===== src/rtl/fp_mul_iter.sv =====
// ---------------------------------------------------------------------------
// fp_mul_iter : iterative shift-add IEEE-754-style multiplier, RNE rounding
// Revision    : 1.0
// ---------------------------------------------------------------------------
`default_nettype none

module fp_mul_iter #(
  parameter int EXP_W = 8,
  parameter int MAN_W = 23
) (
  input  logic                   clk,
  input  logic                   rst,
  input  logic                   in_valid,
  output logic                   in_ready,
  input  logic [EXP_W+MAN_W:0]   a,
  input  logic [EXP_W+MAN_W:0]   b,
  output logic                   out_valid,
  input  logic                   out_ready,
  output logic [EXP_W+MAN_W:0]   out,
  output logic [3:0]             flags
);

  localparam int W    = 1 + EXP_W + MAN_W;
  localparam int SW   = MAN_W + 1;
  localparam int PW   = 2 * SW;
  localparam int EW   = EXP_W + 2;
  localparam int CW   = $clog2(SW);
  localparam int BIAS = (1 << (EXP_W - 1)) - 1;

  typedef enum logic [1:0] {
    IDLE = 2'd0,
    MUL  = 2'd1,
    NORM = 2'd2,
    DONE = 2'd3
  } state_t;

  state_t          state;
  logic            sign;
  logic            nan_any, inf_a, inf_b, zero_a, zero_b;
  logic [EW-1:0]   exp_sum;
  logic [PW-1:0]   prod;
  logic [PW-1:0]   mcand;
  logic [SW-1:0]   mplier;
  logic [CW-1:0]   cnt;

  // Operand field decode
  logic [EXP_W-1:0] a_exp, b_exp;
  logic [MAN_W-1:0] a_frac, b_frac;
  logic             a_exp_ones, b_exp_ones, a_exp_zero, b_exp_zero;
  logic [SW-1:0]    sig_a, sig_b;

  always_comb begin
    a_exp      = a[W-2:MAN_W];
    b_exp      = b[W-2:MAN_W];
    a_frac     = a[MAN_W-1:0];
    b_frac     = b[MAN_W-1:0];
    a_exp_ones = &a_exp;
    b_exp_ones = &b_exp;
    a_exp_zero = ~|a_exp;
    b_exp_zero = ~|b_exp;
    sig_a      = a_exp_zero ? '0 : {1'b1, a_frac};
    sig_b      = b_exp_zero ? '0 : {1'b1, b_frac};
  end

  // Normalise, round and resolve specials
  logic             msb, guard, sticky, round_up, ovf, unf;
  logic [PW-2:0]    norm;
  logic [MAN_W-1:0] frac_t, frac_o;
  logic [MAN_W+1:0] sig_r;
  logic [EW-1:0]    exp_f;
  logic [W-1:0]     res;
  logic [3:0]       flg;

  always_comb begin
    msb      = prod[PW-1];
    norm     = msb ? prod[PW-2:0] : {prod[PW-3:0], 1'b0};
    frac_t   = norm[PW-2 -: MAN_W];
    guard    = norm[PW-2-MAN_W];
    sticky   = |norm[PW-3-MAN_W:0];
    round_up = guard & (sticky | frac_t[0]);
    sig_r    = {1'b0, 1'b1, frac_t} + {{(MAN_W+1){1'b0}}, round_up};
    frac_o   = sig_r[MAN_W+1] ? sig_r[MAN_W:1] : sig_r[MAN_W-1:0];
    exp_f    = exp_sum + EW'(msb) + EW'(sig_r[MAN_W+1]);
    // exp_f is two's complement; the top bit marks a negative exponent
    ovf      = !exp_f[EW-1] && (exp_f >= {2'b00, {EXP_W{1'b1}}});
    unf      = exp_f[EW-1] || (exp_f == '0);
    res      = {sign, exp_f[EXP_W-1:0], frac_o};
    flg      = {3'b000, guard | sticky};
    if (nan_any || (inf_a && zero_b) || (inf_b && zero_a)) begin
      res = {1'b0, {EXP_W{1'b1}}, 1'b1, {(MAN_W-1){1'b0}}};
      flg = 4'b1000;
    end else if (inf_a || inf_b) begin
      res = {sign, {EXP_W{1'b1}}, {MAN_W{1'b0}}};
      flg = 4'b0000;
    end else if (zero_a || zero_b) begin
      res = {sign, {(W-1){1'b0}}};
      flg = 4'b0000;
    end else if (ovf) begin
      res = {sign, {EXP_W{1'b1}}, {MAN_W{1'b0}}};
      flg = 4'b0101;
    end else if (unf) begin
      res = {sign, {(W-1){1'b0}}};
      flg = 4'b0011;
    end
  end

  always_ff @(posedge clk) begin
    if (rst) begin
      state     <= IDLE;
      in_ready  <= 1'b1;
      out_valid <= 1'b0;
      out       <= '0;
      flags     <= '0;
      cnt       <= '0;
    end else begin
      case (state)
        IDLE: begin
          if (in_valid) begin
            sign     <= a[W-1] ^ b[W-1];
            nan_any  <= (a_exp_ones && |a_frac) || (b_exp_ones && |b_frac);
            inf_a    <= a_exp_ones && ~|a_frac;
            inf_b    <= b_exp_ones && ~|b_frac;
            zero_a   <= a_exp_zero;
            zero_b   <= b_exp_zero;
            exp_sum  <= EW'(a_exp) + EW'(b_exp) - EW'(BIAS);
            prod     <= '0;
            mcand    <= {{SW{1'b0}}, sig_a};
            mplier   <= sig_b;
            cnt      <= '0;
            in_ready <= 1'b0;
            state    <= MUL;
          end
        end
        MUL: begin
          if (mplier[0]) prod <= prod + mcand;
          mcand  <= mcand << 1;
          mplier <= mplier >> 1;
          cnt    <= cnt + 1'b1;
          if (cnt == CW'(MAN_W)) state <= NORM;
        end
        NORM: begin
          out       <= res;
          flags     <= flg;
          out_valid <= 1'b1;
          state     <= DONE;
        end
        DONE: begin
          if (out_ready) begin
            out_valid <= 1'b0;
            in_ready  <= 1'b1;
            state     <= IDLE;
          end
        end
        default: state <= IDLE;
      endcase
    end
  end

endmodule

`default_nettype wire


===== config.mk =====
export PLATFORM = sky130hd
export DESIGN_NAME = fp_mul_iter
export DESIGN_NICKNAME = d
export VERILOG_FILES = /design/src/rtl/fp_mul_iter.sv
export SDC_FILE = /design/constraint.sdc
export NUM_CORES = 1
export LEC_CHECK = 0
export ABC_CLOCK_PERIOD_IN_PS = 7800
export CELL_PAD_IN_SITES_DETAIL_PLACEMENT = 0
export CELL_PAD_IN_SITES_GLOBAL_PLACEMENT = 1
export CORE_MARGIN = 4
export CORE_UTILIZATION = 45
export CTS_CLUSTER_DIAMETER = 40
export DETAILED_ROUTE_END_ITERATION = 10
export PLACE_DENSITY = 0.9
export SETUP_SLACK_MARGIN = 0.1
export SLEW_MARGIN = 10
export SYNTH_ARGS = -nofsm -noshare
export SYNTH_HDL_FRONTEND = slang
export SYNTH_SLANG_ARGS = --single-unit

===== constraint.sdc =====
create_clock -name clk -period 7.8 [get_ports clk]
set_input_delay 1.56 -clock clk [delete_from_list [all_inputs] [get_ports clk]]
set_output_delay 1.56 -clock clk [all_outputs]
set_load 0.02 [all_outputs]

==> metrics.md <==
| Metric | Value |
|---|---|
| Syn Inst Count | ~1300 |
| Arrival @ worst endpoint | 6.13 ns |
| Largest area contributor in the netlist | edfxtp_1 |
| Most frequent cells in the layout | 187 x nand2_1, 136 x edfxtp_1, 110 x nor2_1 |
| First-pass GRT wire length | 48.22 mm |
| Crit path launch | prod[47]$_SDFFCE_PN0P_ |
| Total power | between 5 and 6 mW |
| Core area | 26060 um^2 |
| Clock sink count | 181 |
| Max-Cap Viols | 0 |
| Clk_lat worst skew | between 0.4 and 0.5 ns |
| Die area | 29170 um^2 |
| Synth top area share | about 34% |
| Hold-fix buffers, CTS | 0 |
| Worst-margin pin slew | 1.063 ns |
| Total grt overflow | 0 |
| Run status | finished, final reports clean |
| CP Data Required Time | between 8 and 9 ns |
| Postcts setup bufs | 0 |
| Hpwl dp | roughly 22 mm |
| Hold Vio Cnt, Final | 0 |
| Reg clk slew, reported paths | 0.08 ns |
| Final Core Density | 53.25% |
| Row count | around 60 |
| Inst Count DP | 1703 |
| Worst setup SP type | flop |
| Post-synthesis sequential area ratio | 41.80% |
| Critical Path, Cell by Cell | buf_4, nand2b_1, a21boi_0, ha_1, and3_1, and4_1, nand3_1, nor2_1, and2_0, xor2_1, ha_1, or2_2, ha_1, or4_1, o32ai_1, and4_1, nand3_1, o221ai_1, a21oi_1, nor2_1, nor2_1, a32o_1 |
| Layout cells sized above 1 | 5.000% |
| Final Cycle Share | 74.57% |
| Seq cells post-synth | 181 |
| Antenna-violating nets left | 0 |
| Crit Reg-Reg Startpoint | prod[47]$_SDFFCE_PN0P_ |
| Crit path time final | around 5.8 ns |
| FF/Latch Area | around 5000 um^2 |
| Clock skew | 0.01763 ns |
| Lkg Pwr | 5.130 nW |
| Ys flop type | edfxtp_1 |
| Vias per cell | approximately 5.8 |
| Commonest non-fill, non-tap cell in the layout | nand2_1 |
| Antenna violations before repair | 0 |
| Maximum buffer depth of the clock tree | 2 |
| Post-route insts no fill | 1735 |
| Synth warn | 0 |
| # diodes | 0 |
| Port bufs | 105 |
| TNS Setup | 0 ns |
| Synth top area cells | edfxtp_1 34%, dfxtp_1 7.6%, ha_1 7.3% |
| Syn_nets | 1448 |
| Fin. max-slew vios | 0 |
| Slew HR | ~28% |
| Area post-placement | 13270 um^2 |
| Residual DRC count | 0 |
| Crit end category | flop |
| RSZ-0062 raised after global routing | false |
| TritonCTS clock tree | yes |
| Post-Syn Area | 11930 um^2 |
| Placer Congestion | 0.8875 |
| Area delta synth->final | 16.36% |
| # fillers | about 2400 |
| Post-synth EDFFs | between 100 and 150 |
| Crit-path max cell delay | 0.52 ns |
| Max frequency | 171.9 MHz |
| Max FO, Critical Path | 32 |
| Root Buffer | clkbuf_16 |
| Synth cell types | 80 |
| Kind of critical path | reg -> reg |
| CP max-delay cell | or4_1 |
| Hold slack | 0.4553 ns |
| Cell area after layout | 13880 um^2 |
| CTS buffer count | 17 |
| Worst VDD drop | 0.2428 mV |
| Syn avg cell area | approximately 9 um^2 |
| CTS H-tree depth | 4 |
| Largest net degree at the start of global routing | 77 |
| Initial DRC Count | 772 |
| Cell Pwr Density | 379.5 nW/um^2 |
| DIE WIDTH | 170.8 um |
| Final setup viols | 0 |
| Post_cts resized | 0 |
| Multi-input gate area | 6586 um^2 |
| Ys async rst share | 0% |
| Vias in the first global route | ~9400 |
| Total track usage | 20.37% |
| Die height | 170.8 um |
| Drt wl/cell | 17.15 um |
| Final nets | ~1500 |
| Drt pass-1 iters | 5 |
| Worst Hold Class | reg -> reg |
| Setup ws final | about 2.0 ns |
| I/O Pins | 106 |
| Routed WL | slightly below 30 mm |
| Vias post-DR | 10000 |
| DP Worst Slack | 2.062 ns |
| Hold_sp | out[14]$_SDFFE_PP0P_ |
| Starting Density | about 46% |
## sequential cells by signal, indices dropped and copies added, names as in the netlist, 2 cells and up
name,flops
mcand,48
prod,48
out,32
mplier,24
exp_sum,10
cnt,5
flags,4
state,2
## area by class of cell
cell class / instances / area share [%]
timing repair buffer: 115 / 8.115
multi-input combinational: 1030 / 47.46
clock inverter: 15 / 1.280
clock buffer: 17 / 3.066
sequential: 181 / 35.92
tap: 335 / 3.020
inverter: 42 / 1.136
## Yosys cell counts (all sizes together) (17+ instances only)
| cell | count |
|---|---|
| nand2 | 187 |
| edfxtp | 136 |
| nor2 | 112 |
| o21ai | 105 |
| a21oi | 75 |
| ha | 70 |
| xnor2 | 48 |
| dfxtp | 45 |
| clkbuf | 44 |
| inv | 42 |
| and2 | 41 |
| nor4 | 31 |
| xor2 | 31 |
| nand3 | 26 |
| nand4 | 26 |
| a21o | 22 |
| nor3 | 21 |
| nor2b | 20 |
| a211oi | 17 |
## per-layer routing
metal / routed length [um] / global-route usage, % / vias to the layer above
li1: - / - / 4961
met1: 14030 / 28.15 / 4740
met2: 13670 / 33.36 / 274
met3: 1588 / 3.304 / 29
met4: 467 / 5.660 / 0
met5: 0 / 0 / -
## path summary, 6_finish.rpt
kind	depth (start not counted)	endpoint	slack, ns
max	22	out[0]$_SDFFE_PP0P_	1.98
min	2	out[14]$_SDFFE_PP0P_	0.46
max reg2reg	22	out[0]$_SDFFE_PP0P_	1.98
min reg2reg	2	out[14]$_SDFFE_PP0P_	0.46
## critical path, delay by kind of cell, from the launching register on
kind	cells	cell delay [ns]
adders and majority gates	3	0.87
xor gates and xnor gates	1	0.11
DFF	1	0.39
and+or+nand+nor	12	3.10
buffers and inverters	1	0.25
AOI/OAI and AO/OA	5	0.99
## report_power, final
| group | total (mW) | switching, mW | internal (mW) |
|---|---|---|---|
| clock network | 0.895 | 0.388 | 0.507 |
| logic | 2.64 | 1.60 | 1.04 |
| registers | 1.73 | 0.245 | 1.49 |
## kinds of logic (layout without fill, tap and decap cells)
group	count (synthesis)	in the layout	share of synthesized area [%]
multiplexers	23	23	2.035
AND/OR/NAND/NOR	527	527	21.97
adder cells (fa/ha/maj)	72	72	7.679
flip-flops	181	181	41.80
XOR/XNOR	79	79	5.801
buffers and inverters	97	189	3.158
AO/OA/AOI/OAI	329	329	17.56
No activity file was read; power rests on OpenSTA's default activity.
